`config.mk`:
```
export PLATFORM = sky130hd
export DESIGN_NAME = seq_mult
export DESIGN_NICKNAME = d
export VERILOG_FILES = /design/src/rtl/seq_mult_pkg.sv /design/src/rtl/seq_mult_adder.sv /design/src/rtl/seq_mult.sv
export SDC_FILE = /design/constraint.sdc
export NUM_CORES = 1
export LEC_CHECK = 0
export ABC_AREA = 0
export CAP_MARGIN = 20
export CORE_MARGIN = 3
export CORE_UTILIZATION = 30
export CTS_BUF_LIST = sky130_fd_sc_hd__clkbuf_8
export CTS_CLUSTER_SIZE = 40
export DETAILED_ROUTE_END_ITERATION = 6
export PLACE_DENSITY = 0.55
export SLEW_MARGIN = 10
export SYNTH_ARGS = -nofsm -noshare
export SYNTH_HDL_FRONTEND = slang
export SYNTH_SLANG_ARGS = --single-unit
```
`constraint.sdc`:
```
create_clock -name clk -period 11.05 [get_ports clk]
set_input_delay 1.105 -clock clk [delete_from_list [all_inputs] [get_ports clk]]
set_output_delay 1.105 -clock clk [all_outputs]
set_load 0.01 [all_outputs]
```
`src/rtl/seq_mult_pkg.sv`:
```
// seq_mult_pkg
//   Shared definitions for the sequential shift-add multiplier:
//   - state_t : controller states (IDLE, BUSY, DONE)
//   - cnt_w() : bit-count width, CNT_W = $clog2(WIDTH+1), so the counter can hold WIDTH
package seq_mult_pkg;

    typedef enum logic [1:0] {
        IDLE = 2'd0,
        BUSY = 2'd1,
        DONE = 2'd2
    } state_t;

    function automatic int unsigned cnt_w(input int unsigned width);
        return $clog2(width + 1);
    endfunction

endpackage

```
`src/rtl/seq_mult_adder.sv`:
```
// seq_mult_adder
//   N-bit ripple-carry adder made of a chain of full-adder cells.
//   Ports:
//     a, b  in  N  addends
//     cin   in  1  carry into bit 0
//     sum   out N  a + b + cin, carry out of the top bit discarded
module seq_mult_adder #(
    parameter int unsigned N = 16
) (
    input  logic [N-1:0] a,
    input  logic [N-1:0] b,
    input  logic         cin,
    output logic [N-1:0] sum
);

    logic carry;

    always_comb begin
        sum   = '0;
        carry = cin;
        for (int unsigned i = 0; i < N; i++) begin
            sum[i] = a[i] ^ b[i] ^ carry;
            carry  = (a[i] & b[i]) | (carry & (a[i] ^ b[i]));
        end
    end

endmodule

```
`src/rtl/seq_mult.sv`:
```
// seq_mult
//   Sequential shift-add multiplier, one partial-product add per clock.
//   Operands are accepted in IDLE through a valid/ready handshake; the
//   product is held in P with out_valid high until out_ready.
//   Optional feature macro: SEQ_MULT_SIGNED_EN (adds the sgn input for
//   two's-complement operands; undefined build is unsigned only).
//   Ports:
//     clk        in   1        rising-edge clock
//     rst_n      in   1        synchronous active-low reset
//     in_valid   in   1        A/B valid
//     in_ready   out  1        high only in IDLE
//     A, B       in   WIDTH    multiplicand, multiplier
//     sgn        in   1        (SEQ_MULT_SIGNED_EN only) treat A/B as signed
//     out_valid  out  1        P holds a completed product (DONE)
//     out_ready  in   1        downstream accepts P
//     P          out  2*WIDTH  product register
//     busy       out  1        high in BUSY
module seq_mult
    import seq_mult_pkg::*;
#(
    parameter int unsigned WIDTH = 8
) (
    input  logic               clk,
    input  logic               rst_n,
    input  logic               in_valid,
    output logic               in_ready,
    input  logic [WIDTH-1:0]   A,
    input  logic [WIDTH-1:0]   B,
`ifdef SEQ_MULT_SIGNED_EN
    input  logic               sgn,
`endif
    output logic               out_valid,
    input  logic               out_ready,
    output logic [2*WIDTH-1:0] P,
    output logic               busy
);

    localparam int unsigned PW    = 2 * WIDTH;
    localparam int unsigned CNT_W = cnt_w(WIDTH);

    state_t            state, state_next;
    logic [PW-1:0]     a_reg, acc, addend, sum, result;
    logic [WIDTH-1:0]  b_reg, a_mag, b_mag;
    logic [CNT_W-1:0]  cnt;

`ifdef SEQ_MULT_SIGNED_EN
    logic          neg, neg_in;
    logic [PW-1:0] acc_neg;

    // Operate on magnitudes; the most-negative value negates to itself,
    // which read as unsigned is exactly its magnitude.
    always_comb begin
        a_mag  = (sgn && A[WIDTH-1]) ? (~A + WIDTH'(1)) : A;
        b_mag  = (sgn && B[WIDTH-1]) ? (~B + WIDTH'(1)) : B;
        neg_in = sgn & (A[WIDTH-1] ^ B[WIDTH-1]);
    end

    // Two's-complement negation of the finished accumulator: ~acc + 1.
    seq_mult_adder #(.N(PW)) u_neg (
        .a   (~acc),
        .b   ('0),
        .cin (1'b1),
        .sum (acc_neg)
    );

    always_comb result = neg ? acc_neg : acc;
`else
    always_comb begin
        a_mag  = A;
        b_mag  = B;
        result = acc;
    end
`endif

    always_comb addend = b_reg[0] ? a_reg : '0;

    seq_mult_adder #(.N(PW)) u_add (
        .a   (acc),
        .b   (addend),
        .cin (1'b0),
        .sum (sum)
    );

    always_ff @(posedge clk) begin
        if (!rst_n) state <= IDLE;
        else        state <= state_next;
    end

    // BUSY runs WIDTH add/shift edges, then one further edge (cnt == 0)
    // that registers the result and moves to DONE.
    always_comb begin
        state_next = state;
        case (state)
            IDLE:    if (in_valid)      state_next = BUSY;
            BUSY:    if (cnt == '0)     state_next = DONE;
            DONE:    if (out_ready)     state_next = IDLE;
            default:                    state_next = IDLE;
        endcase
    end

    always_ff @(posedge clk) begin
        if (!rst_n) begin
            a_reg <= '0;
            b_reg <= '0;
            acc   <= '0;
            cnt   <= '0;
            P     <= '0;
`ifdef SEQ_MULT_SIGNED_EN
            neg   <= 1'b0;
`endif
        end else begin
            case (state)
                IDLE: begin
                    if (in_valid) begin
                        a_reg <= PW'(a_mag);
                        b_reg <= b_mag;
                        acc   <= '0;
                        cnt   <= CNT_W'(WIDTH);
`ifdef SEQ_MULT_SIGNED_EN
                        neg   <= neg_in;
`endif
                    end
                end
                BUSY: begin
                    if (cnt != '0) begin
                        acc   <= sum;
                        a_reg <= a_reg << 1;
                        b_reg <= b_reg >> 1;
                        cnt   <= cnt - CNT_W'(1);
                    end else begin
                        P <= result;
                    end
                end
                default: ;
            endcase
        end
    end

    always_comb begin
        in_ready  = (state == IDLE);
        busy      = (state == BUSY);
        out_valid = (state == DONE);
    end

endmodule

```
## Yosys cells after proc, flatten, opt, wreduce, memory -nomap -nowiden

Cells that the tools add are included.

| cells by class | value |
|---|---|
| add/subtract/negate cells | 1 |
| equal/unequal tests | 6 |
| muxes and demuxes | 17 |
| bitwise logic cells | 75 |
| reduce and logical (&&, ||, !) cells | 7 |

Operators by type and width:

| kind | count |
|---|---|
| two-way mux 16 bit | 5 |
| case mux 16 bit (2 select lines) | 2 |
| XOR 1 bit | 31 |
| bitwise AND 1 bit | 29 |
| two-way mux 8 bit | 2 |
| case mux 8 bit (2 select lines) | 1 |
| OR 1 bit | 14 |
| two-way mux 4 bit | 2 |
| case mux 4 bit (2 select lines) | 1 |
| two-way mux 2 bit | 3 |
| inequality test 2 x 1 -> 1 bit, second input constant | 3 |
| case mux 2 bit (3 select lines) | 1 |
| AND reduction 3 bit | 2 |
| logical NOT 4 bit | 1 |
| nonzero test 4 bit | 1 |
| subtractor 4 x 1 -> 4 bit, second input constant | 1 |
| == test 2 x 1 -> 1 bit, second input constant | 1 |
| == test 2 bit, second input constant | 1 |
| logical NOT 2 bit | 1 |
| inequality test 2 bit, second input constant | 1 |
| AND reduction 2 bit | 1 |
| nonzero test 2 bit | 1 |
| inverter 1 bit | 1 |

| storage, ports and cells | value |
|---|---|
| bits in registers | 62 |
| input bits | 20 |
| output and inout port bits | 19 |
| logic and storage cells | 112 |

## Longest topological paths before layout

Gate-level depths: netlist of run 1.

| logic depth | value |
|---|---|
| depth after elaboration | 33 |
| gate-level depth with buffers | 23 |
| mapped depth without buffers | 22 |

## By module

A second synthesis of run 1 with hierarchy kept.

| unflattened totals | value |
|---|---|
| cells, all modules | 351 |
| area, all modules | 3,165.5 um2 |

By module, submodules not included:

| module | instances | cells each | area an instance (um2) | sequential area each (um2) |
|---|---|---|---|---|
| seq_mult | 1 | 330 | 2,822.7 | 1,241.2 |
| seq_mult_adder | 1 | 21 | 342.8 | 0.0 |

## Worst setup path after synthesis of run 1

No wires, ideal clock.

| timing path | value |
|---|---|
| kind | register -> register |
| start point | register b_reg[0] |
| end point | register acc[15] |
| library setup time | 0.062 ns |
| arrival | 6.707 ns |
| data required time | 10.988 ns |
| slack | 4.281 ns |
| cell stages (with the launch flop) | 23 |
| path buffers | 2 |
| period minus slack after synthesis | 6.769 ns |
| path through | dfxtp_1 clkbuf_1 clkbuf_1 nand2_1 fa_1 fa_1 fa_1 fa_1 fa_1 fa_1 fa_1 fa_1 fa_1 fa_1 fa_1 fa_1 inv_1 fa_1 inv_1 fa_1 nand3b_1 a2111oi_0 nand3b_1 |

| on the way | value |
|---|---|
| cells in the longest elaborated chain, start to end | 33 |
| elaborated cells on any way between the ends | 62 |
| classes of those cells | mux: 3; bitwise: 59 |

Ends and longest elaborated chain:

| item | line | text |
|---|---|---|
| from (decl) | seq_mult.sv:43 | `logic [WIDTH-1:0] b_reg, a_mag, b_mag;` |
| from (signal assigned) | seq_mult.sv:116 | `b_reg <= b_mag;` |
| from (signal assigned) | seq_mult.sv:128 | `b_reg <= b_reg >> 1;` |
| two-way mux 16 bit * | seq_mult.sv:75 | `always_comb addend = b_reg[0] ? a_reg : '0;` |
| bitwise AND 1 bit / XOR 1 bit (equally long branches) | seq_mult_adder.sv:23 | `carry = (a[i] & b[i]) \| (carry & (a[i] ^ b[i]));` |
| bitwise AND 1 bit | seq_mult_adder.sv:23 |  |
| OR 1 bit | seq_mult_adder.sv:23 |  |
| bitwise AND 1 bit | seq_mult_adder.sv:23 |  |
| OR 1 bit | seq_mult_adder.sv:23 |  |
| bitwise AND 1 bit | seq_mult_adder.sv:23 |  |
| OR 1 bit | seq_mult_adder.sv:23 |  |
| [... 17 more ...] | -- |  |
| OR 1 bit | seq_mult_adder.sv:23 |  |
| bitwise AND 1 bit | seq_mult_adder.sv:23 |  |
| OR 1 bit | seq_mult_adder.sv:23 |  |
| bitwise AND 1 bit | seq_mult_adder.sv:23 |  |
| OR 1 bit | seq_mult_adder.sv:23 |  |
| XOR 1 bit * | seq_mult_adder.sv:22 | `sum[i] = a[i] ^ b[i] ^ carry;` |
| two-way mux 16 bit * | seq_mult.sv:125 | `if (cnt != '0) begin` |
| case mux 16 bit (2 select lines) * | seq_mult.sv:112 | `case (state)` |
| to (signal assigned) | seq_mult.sv:126 | `acc <= sum;` |
| to (decl) | seq_mult.sv:42 | `logic [PW-1:0] a_reg, acc, addend, sum, result;` |

Mark *: on every way between the ends. The rest lies on a longest branch, timed or not. The select of a mux whose other input is x is not followed.
A chain may end at the register's enable or synchronous reset.

## Worst setup path after layout of run 1

Same ends and word-level chain as after synthesis.

==> results of run 1 <==
through the flow:
| step | cells | setup slack, ns |
|---|---|---|
| after floorplan | 361 | 4.28 |
| after global placement | 505 | 4.03 |
| after detailed placement | 505 | 3.89 |
| after CTS | 521 | 3.89 |
| after global routing | 521 | 3.48 |
| final | 521 | 3.92 |
final timing paths:
check                 from      end  slack [ns]  cells after the start
setup / recovery  b_reg[0]  acc[15]        3.92                     22
hold / removal        P[5]     P[5]        0.48                      2
setup reg to reg  b_reg[0]  acc[15]        3.92                     22
hold reg to reg       P[5]     P[5]        0.48                      2
layer usage:
| metal | wire length (µm) | track usage, % | vias to the layer above | part of all wire (%) |
|---|---|---|---|---|
| met5 | 0 | 0 | - | 0 |
| met2 | 3750 | 22.4 | 54 | 49 |
| met3 | 348 | 3.83 | 4 | 4.5 |
| met4 | 67 | 3.74 | 0 | 0.87 |
| li1 | - | - | 1303 | - |
| met1 | 3490 | 18.3 | 1308 | 46 |
final cells by class:
class | count | area share (%)
Clock inverter | 6 | 1.71
Inverter | 21 | 2.15
Clock buffer | 10 | 3.76
Multi-Input combinational cell | 246 | 42.5
Tap cell | 133 | 4.55
Timing Repair Buffer | 43 | 11.4
Sequential cell | 62 | 33.9
report_power, final:
part	switching (W)	total (W)	internal, W
combinational	0.0000940	0.000134	0.0000400
sequential	0.0000173	0.000257	0.000239
clock	0.0000893	0.000199	0.000109
worst max-delay path: stages, from the launching register on:
cell and delay (ns):
dfxtp_1 0.70, and2_1 0.21, ha_1 0.13, inv_1 0.04, fa_1 0.37, fa_1 0.39
fa_1 0.40, fa_1 0.39, fa_1 0.38, fa_1 0.39, fa_1 0.38, fa_1 0.38
fa_1 0.39, fa_1 0.38, fa_1 0.38, fa_1 0.37, inv_1 0.07, fa_1 0.15
inv_1 0.05, fa_1 0.36, nand3b_1 0.17, a2111oi_0 0.42, nand3b_1 0.16
cell usage in the layout (no fill, tap or decap), drive strengths merged, types with 2 or more instances in the layout:
cell type and instances:
clkbuf 10, fa 14, clkdlybuf4s50 38, nand3b 3
or3 14, nor2 3, and2 2, o21ai 43
nand3 30, clkinv 3, a311oi 14, clkinvlp 2
buf 5, dfxtp 62, nand2 43, a21oi 57
inv 21, nor3 2, ha 3
kinds of logic (layout without fill, tap and decap cells):
logic type / count (synthesis) / count (layout) / synth area share (%)
compound gates: 122 / 122 / 22.9
fa+ha+maj: 17 / 17 / 10.5
buf+inv: 53 / 80 / 7.77
flops: 62 / 62 / 41.0
simple gates: 107 / 107 / 17.9
==> qor.log, run 1 <==
[yosys] number of warnings printed during yosys synthesis 0
[detailed_routing] starting DRC count in detailed routing 179
[cells_and_area] fill cell total of the finished layout 1,040
[global_routing] via count of the first global-routing pass 2,507
[detailed_routing] via total after detailed routing 2,669
[cells_and_area] P&R area growth vs syn 20.9%
[detailed_routing] count of unresolved DRC violations after routing 0
[die] total number of placement rows 36
[critical_path] kind of capture point of the worst setup path flop
[clocking] clock input transition at the sequential cells of the worst setup and hold paths 0.07 ns
[critical_path] critical path class reg -> reg
[yosys] Synth top cells by count dfxtp_1 (62), a21oi_1 (57), nand2_1 (43)
[cells_and_area] area used by multi-input combinational logic 0.00156 mm²
[global_routing] wire length of the first global-routing pass 12.7 mm
[flow_run] Max-Cap Viols 0
[cells_and_area] final cell utilization of the core 37.4%
[die] I/O pin count 39
[clocking] number of buffers added by the clock tree synthesis step 9
[detailed_routing] residual antenna-violating net count after detailed routing 0
[detailed_routing] vias per cell 5.12
[die] Placeable Area 0.00977 mm²
[critical_path] startpoint kind of the worst setup timing path flop
[detailed_routing] routed length per placed instance 14.7 µm
[sta] max-slew headroom at the worst pin 26.9%
[critical_path] CP max FO 18
[cells_and_area] fin nets 420
[yosys] cell accounting for the most synthesized area dfxtp_1
[clocking] H-tree levels 3
[cells_and_area] Storage cell area 0.00124 mm²
[critical_path] endpoint arrival time on the critical path 7.40 ns
[yosys] most repeated cell in the gate-level netlist after synthesis dfxtp_1
[yosys] largest cells by area after synthesis dfxtp_1 (41%), a21oi_1 (9.4%), fa_1 (9.3%), o21ai_0 (6.8%), nand2_1 (5.3%)
[global_routing] aggregate global routing overflow 0
[sta] final-report hold violation count 0
[die] initial standard-cell utilization of the core 31.0%
[critical_path] CP required 11.32 ns
[yosys] Cells after Synth 361
[sta] number of max-slew violations in the final report 0
[die] die outline height 106 µm
[power] areal power density over the cells 161 mW/mm²
[clocking] cell at the root of the clock tree clkbuf_8
[clocking] maximum number of buffers from clock root to sink 2
[clocking] cts hold-fix bufs 0
[yosys] Yosys reg bits 62
[power] Design Power 0.000589 W
[placement] placement-stage cell area 0.00346 mm²
[yosys] Post-Syn Nets 398
[power] LEAKAGE 1.10 nW
[yosys] unique cell type count in the Yosys netlist 39
[cells_and_area] ratio of cells with drive above 1 in the final layout 6.70%
[clocking] number of cells upsized or downsized after cts 0
[sta] total negative slack 0 ns
[die] die width 106 µm
[cells_and_area] Finished Cell Area 0.00366 mm²
[clocking] clock tree from TritonCTS yes
[yosys] EDFF count, synth 0
[global_routing] total global-route track usage 13.9%
[placement] count of buffers inserted at the top-level ports 38
[run_status] result of the run completed
[yosys] area share of the leading cell type in the synthesized netlist 41.0%
[power] peak supply drop 0.0000641 V
[sta] Min Hold Slack 0.476 ns
[min_path] HP Class reg -> reg
[cells_and_area] Inserted Diodes 0
[sta] Max Freq 140 MHz
[sta] transition time of the tightest slew-check pin 1.09 ns
[placement] placed wire-length estimate after detailed placement 4.78 mm
[sta] setup repair after global routing missed its margin no
[yosys] Avg Inst Size Synth 8.38 µm²
[detailed_routing] First-pass DRT Iterations 4
[die] area of the die 0.0113 mm²
[detailed_routing] wire length after detailed routing 7.66 mm
[sta] final worst-path cycle share 64.5%
[yosys] sequential cell area fraction in the yosys report 41.0%
[placement] routability congestion estimate from global placement 0.766
[global_routing] antenna violations before repair 0
[sta] worst clock skew 0.0102 ns
[yosys] commonest register cell after synthesis dfxtp_1
[global_routing] maximum number of pins on one net before global-route repair 47
[clocking] clock sink total 62
[clocking] Clk Latency, worst-skew pair 0.33 ns
[clocking] Post-CTS Setup Inserts 0
[yosys] proportion of synthesized flip-flops having asynchronous set or reset 0%
[sta] final count of negative-setup-slack endpoints 0
[sta] min Tclk post-route 7.13 ns
[yosys] cell area after synthesis 0.00303 mm²
Note: power is estimated with default switching activity, not from simulation.
==> run 2, diff against run 1 <==
==> constraint.sdc (replaced) <==
create_clock -name clk -period 6.8 [get_ports clk]
set_input_delay 0.68 -clock clk [delete_from_list [all_inputs] [get_ports clk]]
set_output_delay 0.68 -clock clk [all_outputs]
set_load 0.01 [all_outputs]
==> qor.log, run 2 (synthesis gave the netlist of run 1 again) <==
[run_status] result of the run completed
[min_path] worst hold endpoint P[5]
[clocking] Clk Latency, worst-skew pair 0.34 ns [about the same]
[global_routing] total global-route track usage 13.8% [-0.057 points]
[cells_and_area] Inserted Diodes 0 [unchanged]
[power] sequential fraction of design power 43.7% [+0.2 points]
[power] cell-internal power 0.000616 W [+58%]
[sta] transition time of the tightest slew-check pin 1.08 ns [-0.00729 ns]
[critical_path] endpoint arrival time on the critical path 6.75 ns [-0.65 ns]
[critical_path] Critical R2R Capture acc[15]
[sta] min Tclk post-route 6.48 ns [-0.649 ns]
[die] area of the die 0.0113 mm² [unchanged]
[cells_and_area] fill cell total of the finished layout 1,042 [+0.19%]
[power] proportion of power drawn by combinational gates 24.2% [+1.5 points]
[power] LEAKAGE 1.11 nW [+1.2%]
[sta] setup repair after global routing missed its margin no
[global_routing] wire length of the first global-routing pass 12.6 mm [-0.77%]
[sta] max-slew headroom at the worst pin 27.4% [+0.49 points]
[cells_and_area] most frequent cells in the layout dfxtp_1 (61), a21oi_1 (57), nand2_1 (43)
[die] I/O pin count 39 [unchanged]
[die] total number of placement rows 36 [unchanged]
[power] switching power of the nets 0.000324 W [+61%]
[global_routing] antenna violations before repair 0 [unchanged]
[critical_path] CP max FO 2 [-16]
[sta] final count of negative-setup-slack endpoints 0 [unchanged]
[clocking] maximum number of buffers from clock root to sink 2 [unchanged]
[cells_and_area] Finished Cell Area 0.00368 mm² [+0.48%]
[clocking] clock input transition at the sequential cells of the worst setup and hold paths 0.06 ns [about the same]
[die] die outline height 106 µm [unchanged]
[critical_path] reg-to-reg critical path startpoint b_reg[0]
[cells_and_area] fin nets 422 [+0.48%]
[detailed_routing] count of unresolved DRC violations after routing 0 [unchanged]
[placement] placement-stage cell area 0.00347 mm² [+0.22%]
[min_path] beginning of the worst hold path P[5]
[sta] worst clock skew 0.0114 ns [+0.00116 ns]
[power] peak supply drop 0.000117 V [+83%]
[detailed_routing] First-pass DRT Iterations 4 [unchanged]
[critical_path] kind of capture point of the worst setup path flop
[critical_path] setup slack of the most critical reg-to-reg path 0.32 ns [-3.60 ns]
[global_routing] via count of the first global-routing pass 2,504 [-0.12%]
[sta] final-report hold violation count 0 [unchanged]
[die] Placeable Area 0.00977 mm² [unchanged]
[critical_path] CP required 7.08 ns [-4.24 ns]
[cells_and_area] commonest non-fill, non-tap cell in the layout dfxtp_1
[die] initial standard-cell utilization of the core 31.0% [unchanged]
[power] areal power density over the cells 256 mW/mm² [+59%]
[cells_and_area] P&R area growth vs syn 21.5%
[clocking] clock sink total 62 [unchanged]
[clocking] H-tree levels 3 [unchanged]
[clocking] number of buffers added by the clock tree synthesis step 9 [unchanged]
[critical_path] worst reg-to-reg path cell count 22 [unchanged]
[sta] Max Freq 154 MHz [+10%]
[detailed_routing] residual antenna-violating net count after detailed routing 0 [unchanged]
[detailed_routing] starting DRC count in detailed routing 102 [-43%]
[clocking] cell at the root of the clock tree clkbuf_8
[detailed_routing] routed length per placed instance 14.5 µm [-1.1%]
[placement] count of buffers inserted at the top-level ports 38 [unchanged]
[detailed_routing] vias per cell 5.11 [-0.20%]
[clocking] clock tree from TritonCTS yes
[sta] Min Hold Slack 0.474 ns [-0.00180 ns]
[flow_run] Max-Cap Viols 0 [unchanged]
[sta] total negative slack 0 ns [unchanged]
[min_path] HP Class reg -> reg
[global_routing] maximum number of pins on one net before global-route repair 48 [+2.1%]
[power] switching portion of total power 34.4% [+0.40 points]
[global_routing] aggregate global routing overflow 0 [unchanged]
[detailed_routing] wire length after detailed routing 7.60 mm [-0.71%]
[critical_path] startpoint kind of the worst setup timing path flop
[sta] final worst-path cycle share 95.3% [+31 points]
[sta] number of max-slew violations in the final report 0 [unchanged]
[die] die width 106 µm [unchanged]
[min_path] hold-critical path depth 2 [unchanged]
[placement] routability congestion estimate from global placement 0.719 [-6.1%]
[critical_path] critical path class reg -> reg
[detailed_routing] via total after detailed routing 2,674 [+0.19%]
[power] Clk network pwr share 32.1% [-1.6 points]
[placement] placed wire-length estimate after detailed placement 4.74 mm [-0.87%]
[cells_and_area] ratio of cells with drive above 1 in the final layout 8.21% [+1.5 points]
==> run 2: changes by cell type in the layout (fill, tap and decap cells not counted), sizes merged <==
cell,delta
buf,+2
clkinvlp,-1
clkbuf,+2
bufinv,-1
==> run 2: what timing repair did <==
action / in CTS / in global routing
gates resized for setup: 0 / 6
endpoints found under the hold margin: 0 / 0
setup endpoints to repair: 0 / 1
hold buffers: 0 / 0
buffers inserted: 0 / 1
==> run 2: area by class of cell <==
type | count | area [µm²] | share of cell area (%)
clock buffer | 12 | 165 | 4.49
clock inverter | 4 | 21.3 | 0.578
inverter | 21 | 78.8 | 2.14
multi-input combinational | 246 | 1570 | 42.6
sequential | 62 | 1240 | 33.8
tap | 133 | 166 | 4.53
timing repair buffer | 45 | 437 | 11.9
==> run 2: metrics by stage <==
step           total power (W)  cells  setup WS (ns)  util, %
2_1_floorplan         0.000579    361         0.0306        -
3_3_place_gp          0.000643    506          0.211     35.5
3_5_place_dp          0.000647    506          0.103     35.5
4_1_cts               0.000949    522          0.115     37.4
5_1_grt               0.000991    523         0.0524     37.6
6_report              0.000940    523          0.323     37.6
==> run 2: worst max-delay path: stages (launching register included) <==
cell       delay (ns)
dfxtp_1          0.34
and2_1           0.13
ha_1             0.13
inv_1            0.05
fa_1             0.38
fa_2             0.35
fa_2             0.34
fa_1             0.38
fa_1             0.38
fa_1             0.38
fa_1             0.38
fa_1             0.38
fa_1             0.38
fa_1             0.38
fa_1             0.38
fa_1             0.37
inv_1            0.08
fa_1             0.16
inv_1            0.05
fa_1             0.36
nand3b_1         0.20
a2111oi_2        0.29
nand3b_1         0.14
==> run 2: metal layers <==
metal	vias up	GRT usage, %	part of all wire [%]
met5	-	0	0
met4	0	4.66	0.76
met3	4	3.52	4.4
met2	52	21.9	49
met1	1307	18.3	46
li1	1311	-	-
==> run 2: worst max path at each step <==
stage / from / end / slack [ns] / depth (start not counted)
after floorplan: b_reg[0] / acc[15] / 0.03 / 22
after global placement: b_reg[0] / acc[15] / 0.21 / 21
after detailed placement: b_reg[0] / acc[15] / 0.10 / 21
after CTS: b_reg[0] / acc[15] / 0.12 / 21
after global routing: b_reg[0] / acc[15] / 0.05 / 22
final: b_reg[0] / acc[15] / 0.32 / 22
==> run 2: power groups by stage <==
| stage | clock network [W] | logic [W] | registers, W |
|---|---|---|---|
| global route | 0.000325 | 0.000253 | 0.000414 |
| finish | 0.000301 | 0.000228 | 0.000411 |
| detailed placement | 0 | 0.000228 | 0.000419 |
| global placement | 0 | 0.000225 | 0.000418 |
| floorplan | 0 | 0.000168 | 0.000411 |
| CTS | 0.000310 | 0.000228 | 0.000411 |
==> run 3, diff against run 2 <==
--- a/config.mk
+++ b/config.mk
@@ -12,7 +12,7 @@
 export CTS_BUF_LIST = sky130_fd_sc_hd__clkbuf_8
 export CTS_CLUSTER_SIZE = 40
 export DETAILED_ROUTE_END_ITERATION = 6
-export PLACE_DENSITY = 0.55
+export PLACE_DENSITY = 0.46
 export SLEW_MARGIN = 10
 export SYNTH_ARGS = -nofsm -noshare
 export SYNTH_HDL_FRONTEND = slang
==> qor.log, run 3 (synthesis gave the netlist of run 1 again) <==
[placement] placed wire-length estimate after detailed placement 4.96 mm [+4.8%]
[sta] min Tclk post-route 6.52 ns [+0.0394 ns]
[global_routing] maximum number of pins on one net before global-route repair 48 [unchanged]
[power] peak supply drop 0.000141 V [+20%]
[sta] transition time of the tightest slew-check pin 1.07 ns [-0.0166 ns]
[power] cell-internal power 0.000673 W [+9.3%]
[sta] worst clock skew 0.0114 ns [-0.0000343 ns]
[detailed_routing] vias per cell 5.13 [+0.42%]
[flow_run] Max-Cap Viols 0 [unchanged]
[cells_and_area] P&R area growth vs syn 22.4%
[power] proportion of power drawn by combinational gates 22.2% [-2.0 points]
[clocking] clock sink total 62 [unchanged]
[sta] final-report hold violation count 0 [unchanged]
[clocking] number of buffers added by the clock tree synthesis step 9 [unchanged]
[power] switching portion of total power 33.6% [-0.80 points]
[min_path] hold-critical path depth 2 [unchanged]
[critical_path] endpoint arrival time on the critical path 6.81 ns [+0.06 ns]
[detailed_routing] count of unresolved DRC violations after routing 0 [unchanged]
[global_routing] wire length of the first global-routing pass 13.7 mm [+9.4%]
[critical_path] CP cell instances and2_1 -> ha_1 -> inv_1 -> fa_1 -> fa_1 -> fa_1 -> fa_2 -> fa_2 -> fa_1 -> fa_2 -> fa_1 -> fa_1 -> fa_1 -> fa_1 -> fa_1 -> inv_1 -> fa_1 -> inv_1 -> fa_1 -> nand3b_1 -> a2111oi_2 -> nand3b_1
[cells_and_area] fin nets 420 [-0.47%]
[cells_and_area] Inserted Diodes 0 [unchanged]
[detailed_routing] via total after detailed routing 2,675 [+0.037%]
[die] total number of placement rows 36 [unchanged]
[critical_path] Max stage delay on crit path 0.39 ns [about the same]
[sta] final count of negative-setup-slack endpoints 0 [unchanged]
[clocking] clock input transition at the sequential cells of the worst setup and hold paths 0.08 ns [+0.02 ns]
[cells_and_area] commonest non-fill, non-tap cell in the layout dfxtp_1
[critical_path] startpoint kind of the worst setup timing path flop
[global_routing] via count of the first global-routing pass 2,718 [+8.5%]
[critical_path] CP required 7.09 ns [about the same]
[global_routing] total global-route track usage 15.1% [+1.3 points]
[critical_path] reg-to-reg critical path startpoint b_reg[0]
[clocking] cell at the root of the clock tree clkbuf_8
[cells_and_area] most frequent cells in the layout dfxtp_1 (61), a21oi_1 (57), nand2_1 (43)
[global_routing] antenna violations before repair 0 [unchanged]
[clocking] clock tree from TritonCTS yes
[clocking] Clk Latency, worst-skew pair 0.35 ns [about the same]
[detailed_routing] starting DRC count in detailed routing 108 [+5.9%]
[placement] count of buffers inserted at the top-level ports 38 [unchanged]
[critical_path] setup slack of the most critical reg-to-reg path 0.28 ns [-0.04 ns]
[placement] routability congestion estimate from global placement 0.706 [-1.9%]
[sta] number of max-slew violations in the final report 0 [unchanged]
[min_path] HP Class reg -> reg
[detailed_routing] First-pass DRT Iterations 4 [unchanged]
[die] I/O pin count 39 [unchanged]
[cells_and_area] Storage cell area 0.00124 mm² [unchanged]
[die] die outline height 106 µm [unchanged]
[sta] least setup slack across all paths after layout 0.283 ns [-0.0394 ns]
[clocking] maximum number of buffers from clock root to sink 2 [unchanged]
[power] switching power of the nets 0.000341 W [+5.4%]
[power] sequential fraction of design power 40.5% [-3.2 points]
[critical_path] critical path's slowest cell fa_1
[power] Clk network pwr share 37.3% [+5.2 points]
[sta] total negative slack 0 ns [unchanged]
[clocking] H-tree levels 3 [unchanged]
[die] initial standard-cell utilization of the core 31.0% [unchanged]
[run_status] result of the run completed
[placement] placement-stage cell area 0.00346 mm² [-0.22%]
[die] Placeable Area 0.00977 mm² [unchanged]
[power] areal power density over the cells 274 mW/mm² [+7.1%]
[min_path] worst hold endpoint P[5]
[sta] max-slew headroom at the worst pin 28.5% [+1.1 points]
[power] LEAKAGE 1.12 nW [+0.40%]
[critical_path] Critical R2R Capture acc[15]
[sta] final worst-path cycle share 95.8% [+0.58 points]
[detailed_routing] wire length after detailed routing 8.06 mm [+6.0%]
[die] die width 106 µm [unchanged]
[critical_path] kind of capture point of the worst setup path flop
[critical_path] critical path class reg -> reg
[sta] setup repair after global routing missed its margin no
[die] area of the die 0.0113 mm² [unchanged]
[detailed_routing] residual antenna-violating net count after detailed routing 0 [unchanged]
[critical_path] worst reg-to-reg path cell count 22 [unchanged]
[cells_and_area] ratio of cells with drive above 1 in the final layout 8.25% [+0.042 points]
[placement] pre-CTS setup slack 0.108 ns [+0.00466 ns]
[cells_and_area] Finished Cell Area 0.00371 mm² [+0.78%]
[cells_and_area] area used by multi-input combinational logic 0.00157 mm² [+0.16%]
[min_path] beginning of the worst hold path P[5]
[sta] Min Hold Slack 0.474 ns [+0.000460 ns]
[sta] Max Freq 153 MHz [-0.60%]
[critical_path] most prevalent standard cell on the critical path fa_1
[detailed_routing] routed length per placed instance 15.5 µm [+6.4%]
[clocking] cts hold-fix bufs 0 [unchanged]
[cells_and_area] fill cell total of the finished layout 1,045 [+0.29%]
[critical_path] CP max FO 3 [+1]
[global_routing] aggregate global routing overflow 0 [unchanged]
[run 3: cell type report]
| cell class | count | area share, % |
|---|---|---|
| tap | 133 | 4.49 |
| timing repair buffer | 43 | 11.3 |
| inverter | 21 | 2.13 |
| sequential | 62 | 33.5 |
| clock inverter | 6 | 2.53 |
| clock buffer | 10 | 3.71 |
| multi-input combinational | 246 | 42.3 |
[run 3: per-stage QoR]
stage,util (%),total power [W],cells
global placement,35.4,0.000649,505
global route,37.9,0.00107,521
floorplan,-,0.000579,361
detailed placement,35.4,0.000649,505
finish,37.9,0.00101,521
CTS,37.8,0.00103,521
[run 3: power by group through the flow]
stage               Sequential, W  Combinational (W)  Clock (W)
floorplan                0.000411           0.000168          0
global placement         0.000419           0.000230          0
detailed placement       0.000419           0.000230          0
CTS                      0.000411           0.000232   0.000389
global route             0.000414           0.000255   0.000403
finish                   0.000411           0.000225   0.000378
[run 3: what timing repair did]
item                                    CTS  global route
gates resized for setup                   0             6
setup buffers                             0             0
endpoints found under the setup margin    0             2
[run 3: critical path: cells and delay by family, from the launching register on]
kind            cells  cell delay, ns
fa+ha+maj          15            5.16
simple gates        3            0.47
flops               1            0.34
compound gates      1            0.29
buf+inv             3            0.17
[run 3: worst max path at each step]
stage | start | end | cells after the start | slack [ns]
floorplan | b_reg[0] | acc[15] | 22 | 0.03
global placement | b_reg[0] | acc[15] | 22 | 0.21
detailed placement | a_reg[0] | acc[15] | 22 | 0.11
CTS | a_reg[0] | acc[15] | 22 | 0.04
global route | b_reg[0] | acc[15] | 22 | 0.04
finish | b_reg[0] | acc[15] | 22 | 0.28
[run 3: layer usage]
metal	up-vias	GRT usage, %	share of wire (%)
met5	-	0	0
met4	0	4.93	1.2
met3	8	3.83	3.0
met2	37	25.0	50
met1	1323	19.2	46
li1	1307	-	-
